[config.mk]
export PLATFORM = sky130hd
export DESIGN_NAME = tmem_arbiter
export DESIGN_NICKNAME = d
export VERILOG_FILES = /design/src/rtl/tmem_pkg.sv /design/src/rtl/tmem_rr_arbiter.sv /design/src/rtl/tmem_arbiter.sv
export SDC_FILE = /design/constraint.sdc
export NUM_CORES = 1
export LEC_CHECK = 0
export BUFFER_PORTS_ARGS = -buffer_cell sky130_fd_sc_hd__buf_2
export CAP_MARGIN = 20
export CORE_MARGIN = 2
export CORE_UTILIZATION = 39
export CTS_CLUSTER_DIAMETER = 50
export DETAILED_ROUTE_END_ITERATION = 10
export GPL_TIMING_DRIVEN = 0
export PLACE_DENSITY = 0.79
export SLEW_MARGIN = 20
export SYNTH_ARGS = -nofsm -noshare
export SYNTH_HDL_FRONTEND = slang
export SYNTH_SLANG_ARGS = --single-unit
export TNS_END_PERCENT = 30
[constraint.sdc]
create_clock -name clk -period 1.5 [get_ports clk]
set_input_delay 0.15 -clock clk [delete_from_list [all_inputs] [get_ports clk]]
set_output_delay 0.15 -clock clk [all_outputs]
set_load 0.01 [all_outputs]
[src/rtl/tmem_pkg.sv]
// Shared types and default constants for the test-memory arbiter.
//   state_e   : clear-sweep controller states (IDLE / CLEAR / DONE)
//   owner_e   : owner of an outstanding read (read-return routing tag)
//   rr_side_e : which requester was served last by the round-robin
package tmem_pkg;

   localparam int DEF_ADDR_W = 8;
   localparam int DEF_DATA_W = 8;

   typedef enum logic [1:0] {
      IDLE  = 2'd0,
      CLEAR = 2'd1,
      DONE  = 2'd2
   } state_e;

   typedef enum logic [1:0] {
      OWN_NONE = 2'd0,
      OWN_DBG  = 2'd1,
      OWN_BIST = 2'd2
   } owner_e;

   typedef enum logic {
      RR_DBG  = 1'b0,
      RR_BIST = 1'b1
   } rr_side_e;

endpackage

[src/rtl/tmem_rr_arbiter.sv]
// Two-way request arbiter between the debug path and the BIST engine.
// Ports:
//   clk, rst              : TCK clock, async active-high reset
//   arb_en                : arbitration allowed this cycle (no clear running)
//   bist_mode             : BIST owns the memory; debug is never granted
//   dbg_req, bist_req     : requests
//   dbg_gnt, bist_gnt     : same-cycle grants (at most one high)
// Handshake: a requester holds req (and its command) until it sees gnt high
// in the same cycle; each gnt cycle carries exactly one access.
module tmem_rr_arbiter
   import tmem_pkg::*;
(
   input  logic clk,
   input  logic rst,
   input  logic arb_en,
   input  logic bist_mode,
   input  logic dbg_req,
   input  logic bist_req,
   output logic dbg_gnt,
   output logic bist_gnt
);

   rr_side_e rr_last_q;
   rr_side_e rr_last_d;

   always_comb begin
      dbg_gnt  = 1'b0;
      bist_gnt = 1'b0;
      if (arb_en) begin
         if (bist_mode) begin
            bist_gnt = bist_req;
         end else if (dbg_req && bist_req) begin
            // tie: the side that was not served last wins
            if (rr_last_q == RR_BIST) begin
               dbg_gnt = 1'b1;
            end else begin
               bist_gnt = 1'b1;
            end
         end else begin
            dbg_gnt  = dbg_req;
            bist_gnt = bist_req;
         end
      end
   end

   // every grant, including BIST-mode grants, moves the round-robin pointer
   always_comb begin
      rr_last_d = rr_last_q;
      if (dbg_gnt) begin
         rr_last_d = RR_DBG;
      end else if (bist_gnt) begin
         rr_last_d = RR_BIST;
      end
   end

   // reset to BIST so that debug wins the first tie
   always_ff @(posedge clk or posedge rst) begin
      if (rst) begin
         rr_last_q <= RR_BIST;
      end else begin
         rr_last_q <= rr_last_d;
      end
   end

endmodule

[src/rtl/tmem_arbiter.sv]
// Owner of the single TMemory port. Shares it between the JTAG debug path
// (read/write) and the BIST engine (read only), routes 1-cycle-latency read
// data back to the requester that issued the read, and runs a hardware clear
// sweep writing CLEAR_VALUE to addresses 0..MEM_DEPTH-1.
// Ports:
//   clk, rst                       : TCK clock, async active-high reset
//   runbist                        : BIST mode (level)
//   dbg_req/we/addr/wdata, dbg_gnt : debug command + same-cycle grant
//   dbg_rvalid, dbg_rdata          : debug read return
//   bist_req/addr, bist_gnt        : BIST read command + same-cycle grant
//   bist_rvalid, bist_rdata        : BIST read return
//   clear_start/busy/done          : clear sweep control and status
//   mem_*                          : TMemory port (read data valid the cycle
//                                    after mem_read_en)
module tmem_arbiter
   import tmem_pkg::*;
#(
   parameter int                 ADDR_W      = DEF_ADDR_W,
   parameter int                 DATA_W      = DEF_DATA_W,
   parameter int                 MEM_DEPTH   = 256,
   parameter logic [DATA_W-1:0]  CLEAR_VALUE = '0
) (
   input  logic              clk,
   input  logic              rst,
   input  logic              runbist,
   input  logic              dbg_req,
   input  logic              dbg_we,
   input  logic [ADDR_W-1:0] dbg_addr,
   input  logic [DATA_W-1:0] dbg_wdata,
   output logic              dbg_gnt,
   output logic              dbg_rvalid,
   output logic [DATA_W-1:0] dbg_rdata,
   input  logic              bist_req,
   input  logic [ADDR_W-1:0] bist_addr,
   output logic              bist_gnt,
   output logic              bist_rvalid,
   output logic [DATA_W-1:0] bist_rdata,
   input  logic              clear_start,
   output logic              clear_busy,
   output logic              clear_done,
   output logic              mem_write_en,
   output logic              mem_read_en,
   output logic [ADDR_W-1:0] mem_addr,
   output logic [DATA_W-1:0] mem_write_data,
   input  logic [DATA_W-1:0] mem_read_data
);

   localparam logic [ADDR_W-1:0] LAST_ADDR = ADDR_W'(MEM_DEPTH - 1);

   state_e            state_q, state_d;
   logic [ADDR_W-1:0] cnt_q, cnt_d;
   owner_e            tag_q, tag_d;
   logic              arb_en;

   assign arb_en = (state_q == IDLE);

   tmem_rr_arbiter u_rr (
      .clk       (clk),
      .rst       (rst),
      .arb_en    (arb_en),
      .bist_mode (runbist),
      .dbg_req   (dbg_req),
      .bist_req  (bist_req),
      .dbg_gnt   (dbg_gnt),
      .bist_gnt  (bist_gnt)
   );

   // memory command: sweep write, granted debug access, or granted BIST read
   always_comb begin
      mem_write_en   = 1'b0;
      mem_read_en    = 1'b0;
      mem_addr       = '0;
      mem_write_data = '0;
      if (state_q == CLEAR) begin
         mem_write_en   = 1'b1;
         mem_addr       = cnt_q;
         mem_write_data = CLEAR_VALUE;
      end else if (dbg_gnt) begin
         mem_addr = dbg_addr;
         if (dbg_we) begin
            mem_write_en   = 1'b1;
            mem_write_data = dbg_wdata;
         end else begin
            mem_read_en = 1'b1;
         end
      end else if (bist_gnt) begin
         mem_read_en = 1'b1;
         mem_addr    = bist_addr;
      end
   end

   // next state, sweep counter and read-owner tag
   always_comb begin
      state_d = state_q;
      cnt_d   = cnt_q;
      tag_d   = OWN_NONE;
      if (dbg_gnt && !dbg_we) begin
         tag_d = OWN_DBG;
      end else if (bist_gnt) begin
         tag_d = OWN_BIST;
      end
      case (state_q)
         IDLE: begin
            // a clear request is refused while BIST owns the memory
            if (clear_start && !runbist) begin
               state_d = CLEAR;
               cnt_d   = '0;
            end
         end
         CLEAR: begin
            if (cnt_q == LAST_ADDR) begin
               state_d = DONE;
               cnt_d   = '0;
            end else begin
               cnt_d = cnt_q + 1'b1;
            end
         end
         DONE: begin
            state_d = IDLE;
         end
         default: begin
            state_d = IDLE;
            cnt_d   = '0;
         end
      endcase
   end

   always_ff @(posedge clk or posedge rst) begin
      if (rst) begin
         state_q <= IDLE;
         cnt_q   <= '0;
         tag_q   <= OWN_NONE;
      end else begin
         state_q <= state_d;
         cnt_q   <= cnt_d;
         tag_q   <= tag_d;
      end
   end

   assign clear_busy  = (state_q != IDLE);
   assign clear_done  = (state_q == DONE);
   assign dbg_rvalid  = (tag_q == OWN_DBG);
   assign bist_rvalid = (tag_q == OWN_BIST);
   assign dbg_rdata   = dbg_rvalid  ? mem_read_data : '0;
   assign bist_rdata  = bist_rvalid ? mem_read_data : '0;

endmodule

# Word level (Yosys, flattened, before mapping)
# Index checks and enable logic that the tools add are counted.
# classes
add_sub_neg	1
n_eq_ne	7
n_mux	33
bitwise_logic	1
reduce_logical	10
# ops
cell	count
$mux W8	10
$pmux W8 S3	1
$mux W1	17
$add A8 B1 Y8 const B	1
$eq A8 B8 Y1 const B	1
$mux W2	4
$eq A2 B1 Y1 const B	2
$eq A2 B2 Y1 const B	2
$ne A2 B1 Y1 const B	2
$pmux W2 S2	1
$reduce_and A2 Y1	2
$reduce_bool A2 Y1	2
$logic_and A1 B1 Y1	3
$logic_not A1 Y1	2
$logic_not A2 Y1	1
$not A1 Y1	1
# word_totals
regBits	13
input_bits	39
out_inout_bits	40
word_cells	56

# Logic depth before layout (Yosys ltp)
# depth
word_depth	7
ltp_mapped	5
ltp_nobuf	5

# Hierarchy
# A second synthesis with hierarchy kept.
# hier_totals
cells_unflattened	134
area_unflattened_um2	1036.0
# modules_own_cells
module	n_inst	cells_per_inst	area_each_um2	seq_area_each_um2
tmem_arbiter	1	125	959.7	300.3
tmem_rr_arbiter	1	9	76.3	26.3

# Worst setup path after synthesis
# OpenSTA, ideal clock, no wires.
# synth_timing
path_type	register to output
from	register u_rr.rr_last_q
to	output mem_read_en
arrival_time_ps	1191
t_required_ps	1350
setup_slack_ps	159
stages_incl_launch_ff	6
path_buffers	1
path_cell_list	dfstp_2 > nand2b_1 > and3_4 > buf_6 > a21o_1 > nor2_1
# synth_via
elab_chain_len	7
elab_cells_between_ends	11
cone_classes	11 x mux
# synth_lines
item	line_no	rtl
start: declaration	tmem_rr_arbiter.sv:23	rr_side_e rr_last_q;
start signal: assignment	tmem_rr_arbiter.sv:61	rr_last_q <= rr_last_d;
$mux W1	tmem_rr_arbiter.sv:34	if (rr_last_q == RR_BIST) begin
$mux W1	tmem_rr_arbiter.sv:32	end else if (dbg_req && bist_req) begin
$mux W1	tmem_rr_arbiter.sv:30	if (bist_mode) begin
$mux W1	tmem_rr_arbiter.sv:29	if (arb_en) begin
$mux W1	tmem_arbiter.sv:86	end else if (bist_gnt) begin
$mux W1 *	tmem_arbiter.sv:78	end else if (dbg_gnt) begin
$mux W1 *	tmem_arbiter.sv:74	if (state_q == CLEAR) begin
end: declaration	tmem_arbiter.sv:42	output logic mem_read_en,
# Mark *: on every way between the ends. The rest lies on a longest branch, timed or not.

# Final worst setup path
# layout_timing
from	register state_q[0]
to	output mem_addr[2]
# layout_via
elab_chain_len	5
elab_cells_between_ends	7
cone_classes	1 x eq/ne; 5 x mux; 1 x reduce/logical
# layout_lines
item	line_no	rtl
start: declaration	tmem_arbiter.sv:50	state_e state_q, state_d;
start signal: assignment	tmem_arbiter.sv:134	state_q <= state_d;
$logic_not A2 Y1	tmem_arbiter.sv:55	assign arb_en = (state_q == IDLE);
$mux W1	tmem_rr_arbiter.sv:29	
$mux W8	tmem_arbiter.sv:86	
$mux W8	tmem_arbiter.sv:78	
$mux W8 *	tmem_arbiter.sv:74	
end: declaration	tmem_arbiter.sv:43	output logic [ADDR_W-1:0] mem_addr,
# Marked as above.

==> key figures <==
Routing
  – Iteration-0 DRC Markers: 25
  – Routed length per instance: 12.6 microns
  – Drc violations: 0
  – Post-route ant nets: 0
  – Via density: roughly 5
  – Total routed wirelength: approximately 3100 microns
  – Vias: roughly 1200
  – Router iterations before antenna repair: 4

Global routing
  – Antenna violations before repair: 0
  – Largest net degree at the start of global routing: 14
  – Vias in the first global route: approximately 1000
  – All-Layer GR Usage: about a fifth
  – First-pass GRT wire length: 4240 microns
  – Total gr overflow: 0

CTS
  – H-tree lvl count: 1
  – Clk_lat worst skew: around 270 ps
  – CTS tree: built
  – Max clock buf depth: 2
  – Num CTS Buffers: 3
  – Clock transition at path regs: approximately 80 ps
  – Clk sinks: 13
  – CTS Root Cell: clkbuf_4

Synth
  – Synth Warn #: 0
  – Synth unique cells: 35
  – Mapped Nets: approximately 170
  – Syn_area_per_cell: roughly 8 sq um
  – Post-Syn Area: between 0.001 and 0.0015 sq mm
  – Sequential share of the synthesized area: between 30% and 40%
  – Synthesized flop and latch total: 13
  – Mapped Cells: ~130

Layout
  – Final core utilization: between 60% and 70%
  – Area of the multi-input gates: 681 sq um
  – Design area: 0.00154 sq mm
  – Share of cells above drive strength 1: between 40% and 50%
  – Number of nets in the layout: between 200 and 300
  – Fin cells: approximately 240
  – FF+latch area: 329 sq um
  – Area delta synth->final: 52.6%
  – FILL cells: approximately 230
  – Diode count: 0

Outcome
  – Outcome: complete, but fails checks
  – Failing checks: setup timing

Timing
  – Final Hold Slack: 128 ps
  – Minimum clock period: 1790 ps
  – Final WS setup: -294 ps
  – Final slew viol count: 0
  – Fin crit share: 120%
  – Worst slew pin tran: roughly 470 ps
  – Layout Skew: about 0.45 ps
  – Final Hold Viols: 0
  – Final setup vio count: 20
  – Slew headroom: 68.5%
  – Unrepaired setup endpoints after global routing: true
  – FMAX: roughly 0.56 GHz

Critical path
  – Critical path arrival: approximately 1600 ps
  – Number of buffers and inverters on the critical path: 1
  – Crit path kind: reg -> out
  – CP Launch Type: flop
  – Req. time, crit path: about 1400 ps
  – Crit path largest cell delay: between 400 and 500 ps
  – Crit path max-delay family: flip-flops
  – CP Cell Sequence: nor3b_4, a21boi_4, a22oi_1, nand2_1, buf_2
  – Critical Path Fanout Max: 7
  – Crit. End Element: output pin
  – Slowest cell on crit path: dfrtp_2

Power and ir drop
  – LEAKAGE: 0.901 nW
  – Power density over cell area: approximately 650 mW/mm^2
  – VDD IR max: between 0.0005 and 0.0006 V

Floorplan
  – Site row count: 18
  – Die height: 54.9 microns
  – Full die area: ~0.0030 sq mm
  – Initial Utilization: approximately 41%
  – Die width: 54.9 microns
  – Core Area: approximately 0.0025 sq mm
  – # IOs: 79

Placed design
  – Buffers on Ports: between 70 and 80
  – Post-DP HPWL: roughly 2300 microns
  – Placer congestion estimate: 0.761
  – Place WS: -2.61 ps
  – Placed cells: about 230
  – Post-Place Cell Area: around 0.0014 sq mm

Hold path
  – Type of the most critical hold path: in -> reg

Flow run
  – Max-cap viol count: 0
-- report_power, final --
part           switching (mW)  total [mW]  internal (mW)
Sequential             0.0282       0.407          0.379
Clock                   0.112       0.216          0.103
Combinational           0.194       0.380          0.186
-- area by class of cell --
type / instances / area share (%)
Multi-Input combinational cell: 106 / 44.1
Timing Repair Buffer: 82 / 27.4
Sequential cell: 13 / 21.3
Buffer: 6 / 2.51
Tap cell: 30 / 2.43
Clock buffer: 4 / 1.70
Inverter: 2 / 0.487
-- synthesized netlist by cell type, drive strengths merged --
cell type / count / area, sq um
o21ba: 1 / 10.0
and2: 17 / 106
a22oi: 8 / 60.1
ha: 1 / 12.5
nor2: 9 / 33.8
nand2: 21 / 78.8
clkbuf: 2 / 7.51
nand3: 2 / 10.0
and3: 10 / 67.6
or2b: 1 / 7.51
a21o: 2 / 15.0
inv: 2 / 7.51
buf: 4 / 28.8
nand2b: 2 / 12.5
a41oi: 1 / 8.76
nor2b: 4 / 25.0
dfrtp: 12 / 300
a22o: 1 / 8.76
a21boi: 2 / 26.3
o21ai: 12 / 63.8
a31oi: 2 / 12.5
a21oi: 1 / 5.00
and2b: 2 / 20.0
a31o: 1 / 8.76
dfstp: 1 / 26.3
nor3b: 1 / 12.5
nor4b: 1 / 15.0
o21bai: 1 / 7.51
nand4: 2 / 12.5
-- state kept, by name, indices dropped and copies added (netlist names) --
signal and count:
tag_q 2, state_q 2, u_rr.rr_last_q 1, cnt_q 8
-- worst register-to-register path: stages (launching register included) --
cell and delay (ps):
dfrtp_1 430, ha_2 230, nand3_1 130, o21ai_4 230, o21ai_1 110, a21o_1 190
-- routing by layer --
metal,up-vias,GRT usage (%),wire length [microns]
met5,-,0,0
met4,0,2.44,6
met3,2,5.11,260
met2,55,37.3,1560
met1,564,22.3,1230
li1,616,-,-
-- cells by family after synthesis --
family                     Yosys count  synth area share [%]
adders and majority gates            1                  1.24
AOI/OAI and AO/OA                   32                  22.4
DFF                                 13                  32.3
and+or+nand+nor                     72                  39.7
buffers and inverters                8                  4.33
-- path summary, 6_finish.rpt --
check	start	to	slack (ps)	cells past startpoint
setup / recovery	state_q[0]	mem_addr[2]	-290	5
hold / removal	dbg_we	tag_q[0]	130	2
setup reg to reg	cnt_q[0]	cnt_q[5]	80	5
hold reg to reg	cnt_q[7]	cnt_q[7]	550	1
max in group asynchronous	rst	state_q[1]	720	3
min in group asynchronous	rst	cnt_q[7]	440	3
-- placed cells by master (no fill, tap or decap), types with 3 or more instances in the layout --
cell,count
nor2b_1,4
buf_4,4
and3_1,9
dfrtp_1,10
and2_1,17
o21ai_0,10
clkbuf_4,3
a22oi_1,6
nor2_1,8
nand2_1,21
buf_2,80
-- stage by stage --
stage / total power [mW] / TNS, ps
5_1_grt: 1.08 / -5810
3_3_place_gp: 0.749 / 0
4_1_cts: 1.00 / -3840
6_report: 1.00 / -3760
3_5_place_dp: 0.754 / -2.61
2_1_floorplan: 0.612 / 0
-- timing repair --
item	CTS	global route
gates cloned	1	0
pin swaps	1	8
endpoints found under the hold margin	12	0
setup buffers	2	1
hold buffers	1	0
setup endpoints to repair	20	38
gates resized for setup	5	5
Power figures use the tool's default switching activity.
